File: src/rtl/biu_pkg.sv
// Shared BIU definitions: interrupt-sequencer state encoding and ISR vector.
// Ports: none (package only).
// State codes are 3-bit constants so the bench can compare against them directly.
package biu_pkg;

   localparam logic [2:0] ST_IDLE    = 3'd0;
   localparam logic [2:0] ST_SAVE    = 3'd1;
   localparam logic [2:0] ST_VECTOR  = 3'd2;
   localparam logic [2:0] ST_SERVICE = 3'd3;
   localparam logic [2:0] ST_RESTORE = 3'd4;

   typedef enum logic [2:0] {
      IDLE    = ST_IDLE,
      SAVE    = ST_SAVE,
      VECTOR  = ST_VECTOR,
      SERVICE = ST_SERVICE,
      RESTORE = ST_RESTORE
   } int_state_e;

   // Address the IP register jumps to when its isr control is pulsed.
   localparam logic [31:0] ISR_VECTOR = 32'h0000_03FF;

endpackage

File: src/rtl/int_ctrl32_edge_latch.sv
// Interrupt request edge detector plus pending flag.
// Ports: Clk, Reset_n, intr (raw request), clr (consume pending), pend (latched request).
// Latency: pend is high one edge after a rising intr edge is sampled.
module edge_latch (
   input  logic Clk,
   input  logic Reset_n,
   input  logic intr,
   input  logic clr,
   output logic pend
);

   logic intr_q, intr_d;
   logic pend_q, pend_d;

   always_comb begin
      intr_d = intr;
      // A fresh edge overrides a clear in the same cycle so it is never lost.
      pend_d = (intr & ~intr_q) | (pend_q & ~clr);
   end

   always_ff @(posedge Clk or negedge Reset_n) begin
      if (!Reset_n) begin
         intr_q <= 1'b0;
         pend_q <= 1'b0;
      end else begin
         intr_q <= intr_d;
         pend_q <= pend_d;
      end
   end

   assign pend = pend_q;

endmodule

File: src/rtl/int_ctrl32.sv
// Interrupt sequencer driving the IP register controls (oe / isr / ld).
// Ports: Clk, Reset_n, intr, instr_done, ie_set, ie_clr, iret, ip_bus in;
//        ip_oe, ip_isr, ip_ld, ip_din, cpu_hold, inta, in_isr, ie out (all Moore).
module int_ctrl32
   import biu_pkg::*;
#(
   parameter int WIDTH = 32
) (
   input  logic             Clk,
   input  logic             Reset_n,
   input  logic             intr,
   input  logic             instr_done,
   input  logic             ie_set,
   input  logic             ie_clr,
   input  logic             iret,
   input  logic [WIDTH-1:0] ip_bus,
   output logic             ip_oe,
   output logic             ip_isr,
   output logic             ip_ld,
   output logic [WIDTH-1:0] ip_din,
   output logic             cpu_hold,
   output logic             inta,
   output logic             in_isr,
   output logic             ie
);

   int_state_e       state_q, state_d;
   logic             ie_q, ie_d;
   logic [WIDTH-1:0] ret_q, ret_d;
   logic             pend;
   logic             pend_clr;

   edge_latch u_edge (
      .Clk     (Clk),
      .Reset_n (Reset_n),
      .intr    (intr),
      .clr     (pend_clr),
      .pend    (pend)
   );

   // The request is consumed while the return address is being captured.
   assign pend_clr = (state_q == SAVE);

   // Next state, enable flag and return-address capture.
   always_comb begin
      state_d = state_q;
      ie_d    = ie_q;
      ret_d   = ret_q;

      if (ie_set) ie_d = 1'b1;
      if (ie_clr) ie_d = 1'b0;

      unique case (state_q)
         IDLE: begin
            if (pend && ie_q && instr_done) begin
               state_d = SAVE;
               ie_d    = 1'b0;   // mask further requests while servicing
            end
         end
         SAVE: begin
            ret_d   = ip_bus;
            state_d = VECTOR;
         end
         VECTOR: begin
            state_d = SERVICE;
         end
         SERVICE: begin
            if (iret) state_d = RESTORE;
         end
         RESTORE: begin
            ie_d    = 1'b1;
            state_d = IDLE;
         end
         default: begin
            state_d = IDLE;
         end
      endcase
   end

   always_ff @(posedge Clk or negedge Reset_n) begin
      if (!Reset_n) begin
         state_q <= IDLE;
         ie_q    <= 1'b0;
         ret_q   <= '0;
      end else begin
         state_q <= state_d;
         ie_q    <= ie_d;
         ret_q   <= ret_d;
      end
   end

   // Moore output decode; each IP control is owned by exactly one state.
   always_comb begin
      ip_oe    = 1'b0;
      ip_isr   = 1'b0;
      ip_ld    = 1'b0;
      ip_din   = '0;
      cpu_hold = 1'b0;
      inta     = 1'b0;
      in_isr   = 1'b0;
      unique case (state_q)
         SAVE: begin
            ip_oe    = 1'b1;
            inta     = 1'b1;
            cpu_hold = 1'b1;
         end
         VECTOR: begin
            ip_isr   = 1'b1;
            cpu_hold = 1'b1;
         end
         SERVICE: begin
            in_isr   = 1'b1;
         end
         RESTORE: begin
            ip_ld    = 1'b1;
            ip_din   = ret_q;
            cpu_hold = 1'b1;
         end
         default: begin
         end
      endcase
   end

   assign ie = ie_q;

endmodule

File: config.mk
export PLATFORM = sky130hd
export DESIGN_NAME = int_ctrl32
export DESIGN_NICKNAME = d
export VERILOG_FILES = /design/src/rtl/biu_pkg.sv /design/src/rtl/int_ctrl32_edge_latch.sv /design/src/rtl/int_ctrl32.sv
export SDC_FILE = /design/constraint.sdc
export NUM_CORES = 1
export LEC_CHECK = 0
export BUFFER_PORTS_ARGS = -buffer_cell sky130_fd_sc_hd__buf_2
export CORE_MARGIN = 2
export CORE_UTILIZATION = 42
export CTS_CLUSTER_SIZE = 14
export DETAILED_ROUTE_END_ITERATION = 16
export PLACE_DENSITY = 0.81
export SYNTH_ARGS = -nofsm -noshare
export SYNTH_HDL_FRONTEND = slang
export SYNTH_SLANG_ARGS = --single-unit
File: constraint.sdc
create_clock -name Clk -period 1.6 [get_ports Clk]
set_input_delay 0.48 -clock Clk [delete_from_list [all_inputs] [get_ports Clk]]
set_output_delay 0.48 -clock Clk [all_outputs]
set_load 0.02 [all_outputs]
# Word-level counts from Yosys, hierarchy flattened

Cells that the tools add are included.

Equality and inequality tests: 6
Bitwise gates (word level): 5
Reduce and logical (&&, ||, !) cells: 5
Muxes and demuxes: 13

Operator list:

| kind                                                 | number |
|---|---|
| 2-to-1 mux 32 bit                                    | 1 |
| case mux 3 bit (4 select lines)                      | 1 |
| 2-to-1 mux 1 bit                                     | 8 |
| equality test 3 x 2 -> 1 bit (second input constant) | 2 |
| 2-to-1 mux 3 bit                                     | 2 |
| != test 2 bit (second input constant)                | 2 |
| equality test 3 x 1 -> 1 bit (second input constant) | 1 |
| equality test 3 bit (second input constant)          | 1 |
| zero test 3 bit                                      | 1 |
| OR reduction 3 bit                                   | 1 |
| AND 1 bit                                            | 2 |
| logical AND 1 bit                                    | 2 |
| inverter 1 bit                                       | 2 |
| case mux 1 bit (2 select lines)                      | 1 |
| AND reduction 2 bit                                  | 1 |
| bitwise OR 1 bit                                     | 1 |

Output and inout port bits: 39
Bits of input ports: 39
Logic and storage cells: 34
Bits in registers: 38

# Logic depth before layout (Yosys ltp)

Word-level depth: 4
Gate-level depth with buffers: 5
Depth with buffers taken out: 3

# Cells and area by module

From an unflattened synthesis, not the netlist that was laid out.

Cell total of the unflattened synthesis: 134
Area, all modules: 1727.9 µm²

Modules (own cells, without submodules):

| module     | seq. area each (µm²) | area an instance (µm²) | cells an instance | instances |
|---|---|---|---|---|
| int_ctrl32 | 900.9                | 1657.8                 | 129               | 1 |
| edge_latch | 50.0                 | 70.1                   | 5                 | 1 |

# Least setup slack after synthesis

Ideal clock, no wire load.

Kind: reg2out
From: register state_q[0]
To: output ip_din[23]
Data arrival time: 1239 ps
Required time: 1120 ps
Stages on the path, launching flop included: 5
Buffers on the path: 2
Path slack: -119 ps
Cell sequence: dfrtp_1 -> buf_4 -> nor2_1 -> clkbuf_1 -> and3_1

Word-level cells in the longest chain between the ends: 2

RTL lines:

| what                   | line              | RTL |
|---|---|---|
| from (decl)            | int_ctrl32.sv:27  | `int_state_e state_q, state_d;` |
| from (signal assigned) | int_ctrl32.sv:86  | `state_q <= state_d;` |
| equality test 3 bit    | int_ctrl32.sv:101 | `unique case (state_q)` |
| 2-to-1 mux 32 bit      | int_ctrl32.sv:101 |  |
| to (decl)              | int_ctrl32.sv:20  | `output logic [WIDTH-1:0] ip_din,` |

No other way between the ends.

# Worst setup path after layout

From: register state_q[0]
To: output ip_din[16]

The elaborated chain is that of the path after synthesis.

==> out/metrics.cfg <==
[place]
dp.cells=264
hpwl_mm=2.74
io_buffers=77
place.gp.congestion=0.739

[critical_path]
r2r_end=ret_q[11]
rr_worst_depth=7
cp_max_fo=11
slowest_delay_ps=430
worstPathArrival_ps=1360
slowest_stage=dfrtp_1
crit_chain=nor2_4 > buf_6 > and3_2 > buf_6
reg2reg_from=state_q[0]
cp_common_cell=buf_6
setup.worst_path.start_class=flop
crit_cells=4
cp.buffers_inverters=2
reg2reg_slack_ps=40
required_ps=1120
crit_type=flop to output pin
worst_setup_path_end_kind=output pin
crit_family=flip-flops

[pwr]
p_per_area_nw_per_um2=1730
max-vdd-ir-drop_mv=0.841
leakage_nw=1.39
power_mw=4.70

[die]
start_util_pct=43.1
io_pins=78
num_rows=23
coreArea_um2=3970
die_w_um=67.9
die_area_um2=4600
die_h_um=67.9

[final_layout]
diodes=0
finalNonFillerCells=279
drive_gt1_share_pct=75.1
areaGrowthSynthToFinish_pct=58.3
nets=267

[timing]
setup_viol_count_final=38
finalCritPeriodShare_pct=115
whs_ps=141
tightest_slew_ps=484
layout_setup_ws_ps=-236
final_hold_viol_count=0
grt_setup_unrepaired=yes
finalCriticalPeriod_ps=1840
clock.fmax_mhz=545
slew_headroom_pct=67.8
final-max-slew-violation-count=0
finalClockSkew_ps=4.84

[grt]
grtUsageTotal_pct=19.3
grt_max_degree=23
antenna_found_initial=0
gr-total-overflow=0
grt_pass1_vias=1390
grt_pass1_wl_mm=6.38

[run_status]
failed_checks=setup timing
status=complete, but fails checks

[detailed_routing]
drcViolationCount=0
drtIter0Drc=41
wl_mm=4.22
routedWlPerCell_um=15.1
antenna_left=0
viasPerCell=4.90
vias=1366
first_pass_iters=4

[logic_synthesis]
ys_types=19
synth-seq-cells=38
synth_fp_nets=176
synth_area_um2=1710
synth.avg_cell_area_um2=12.5
synth-seq-area-share_pct=55.5
ys_warn_count=0
syn_inst=137

[cts]
cts_buffers=5
tritoncts=done
clock_tree.root_cell=clkbuf_8
ctsHtreeMaxLevel=2
cts.sinks=38
clock_latency_ps=290
cts_max_path_buffers=2
cts.clk_slew.worst_paths_ps=80

[flow_run]
maxCapViolCount=0

[min_path]
hp-class=primary input to async pin

==> cell usage in the layout, fill, tap and decap left out, types with 2 or more instances in the layout <==
master | Yosys | routed
mux2_4 | 0 | 10
buf_4 | 2 | 12
and3_2 | 0 | 27
buf_6 | 3 | 44
nor2_4 | 0 | 2
dfrtp_2 | 0 | 2
mux2_2 | 30 | 20
nand2_1 | 2 | 2
nor2_1 | 6 | 3
mux2_1 | 2 | 2
clkbuf_8 | 0 | 6
nor3_1 | 2 | 2
inv_1 | 3 | 2
dfrtp_1 | 38 | 36
buf_2 | 0 | 39
and3_1 | 33 | 6
==> area by class of cell <==
class	count	area [µm²]
Clock buffer	6	82.6
Clock inverter	2	12.5
Fill cell	296	1260
Inverter	4	17.5
Multi-Input combinational cell	83	782
Sequential cell	38	953
Tap cell	50	62.6
Timing Repair Buffer	96	801
==> state kept, by name, summed over array words and instances (netlist names) <==
register and cells:
ie 1, ret_q 32, u_edge.intr_q 1, state_q 3, u_edge.pend 1
==> how the worst max path moves through the flow <==
stage,startpoint,to,slack (ps)
2_1_floorplan,state_q[1],ip_oe,-8
3_3_place_gp,state_q[1],ip_din[10],30
3_5_place_dp,state_q[1],ip_din[4],30
4_1_cts,state_q[0],ip_din[4],-250
5_1_grt,state_q[0],ip_din[7],-290
6_report,state_q[0],ip_din[16],-240
==> per-layer routing <==
| metal | GRT usage [%] | share of wire [%] | vias up | wire length (µm) |
|---|---|---|---|---|
| met5 | 0 | 0 | - | 0 |
| met4 | 7.75 | 0.93 | 0 | 39 |
| met3 | 5.43 | 6.5 | 6 | 272 |
| met2 | 32.1 | 50 | 53 | 2090 |
| met1 | 23.8 | 43 | 647 | 1810 |
| li1 | - | - | 660 | - |
==> logic make-up (layout without fill, tap and decap cells) <==
| family | after synthesis | after routing | share of synthesized area (%) |
|---|---|---|---|
| compound gates | 4 | 4 | 1.68 |
| mux | 32 | 32 | 21.0 |
| xor+xnor | 1 | 1 | 0.511 |
| flops | 38 | 38 | 55.5 |
| buf+inv | 16 | 108 | 5.26 |
| simple gates | 46 | 46 | 16.0 |
==> cells in the mapped netlist <==
cell type / count / share of area [%]
a2bb2oi_1: 1 / 0.51
and3_1: 33 / 12
buf_4: 2 / 0.88
buf_6: 3 / 2.0
clkbuf_1: 7 / 1.5
dfrtp_1: 38 / 56
inv_1: 3 / 0.66
inv_2: 1 / 0.22
mux2_1: 2 / 1.3
mux2_2: 30 / 20
nand2_1: 2 / 0.44
nand2b_1: 1 / 0.37
nand3_1: 1 / 0.29
nor2_1: 6 / 1.3
nor3_1: 2 / 0.58
nor3_4: 1 / 0.95
o22ai_1: 2 / 0.73
o31ai_1: 1 / 0.44
xnor2_1: 1 / 0.51
==> through the flow <==
step	setup WS [ps]	area [µm²]	utilization (%)	TNS, ps
final	-236	2710	68.3	-7950
after global routing	-290	2710	68.3	-10470
after CTS	-249	2620	65.9	-8290
after detailed placement	32.6	2220	55.9	0
after global placement	31.2	2220	55.9	0
after floorplan	-8.29	1760	-	-8.29
==> repair_timing <==
item                       in CTS  in global routing
gates cloned                    0                  0
pin swaps                       4                  0
buffers inserted                4                  3
gates resized for setup        84                 20
setup endpoints to repair      38                 67
hold buffers                    0                  0
==> report_power, final <==
part / internal (mW) / total [mW] / switching (mW)
clock network: 0.346 / 0.686 / 0.340
registers: 1.44 / 1.70 / 0.265
logic: 1.34 / 2.31 / 0.973
total: 3.12 / 4.70 / 1.58
No activity file was read; power rests on OpenSTA's default activity.
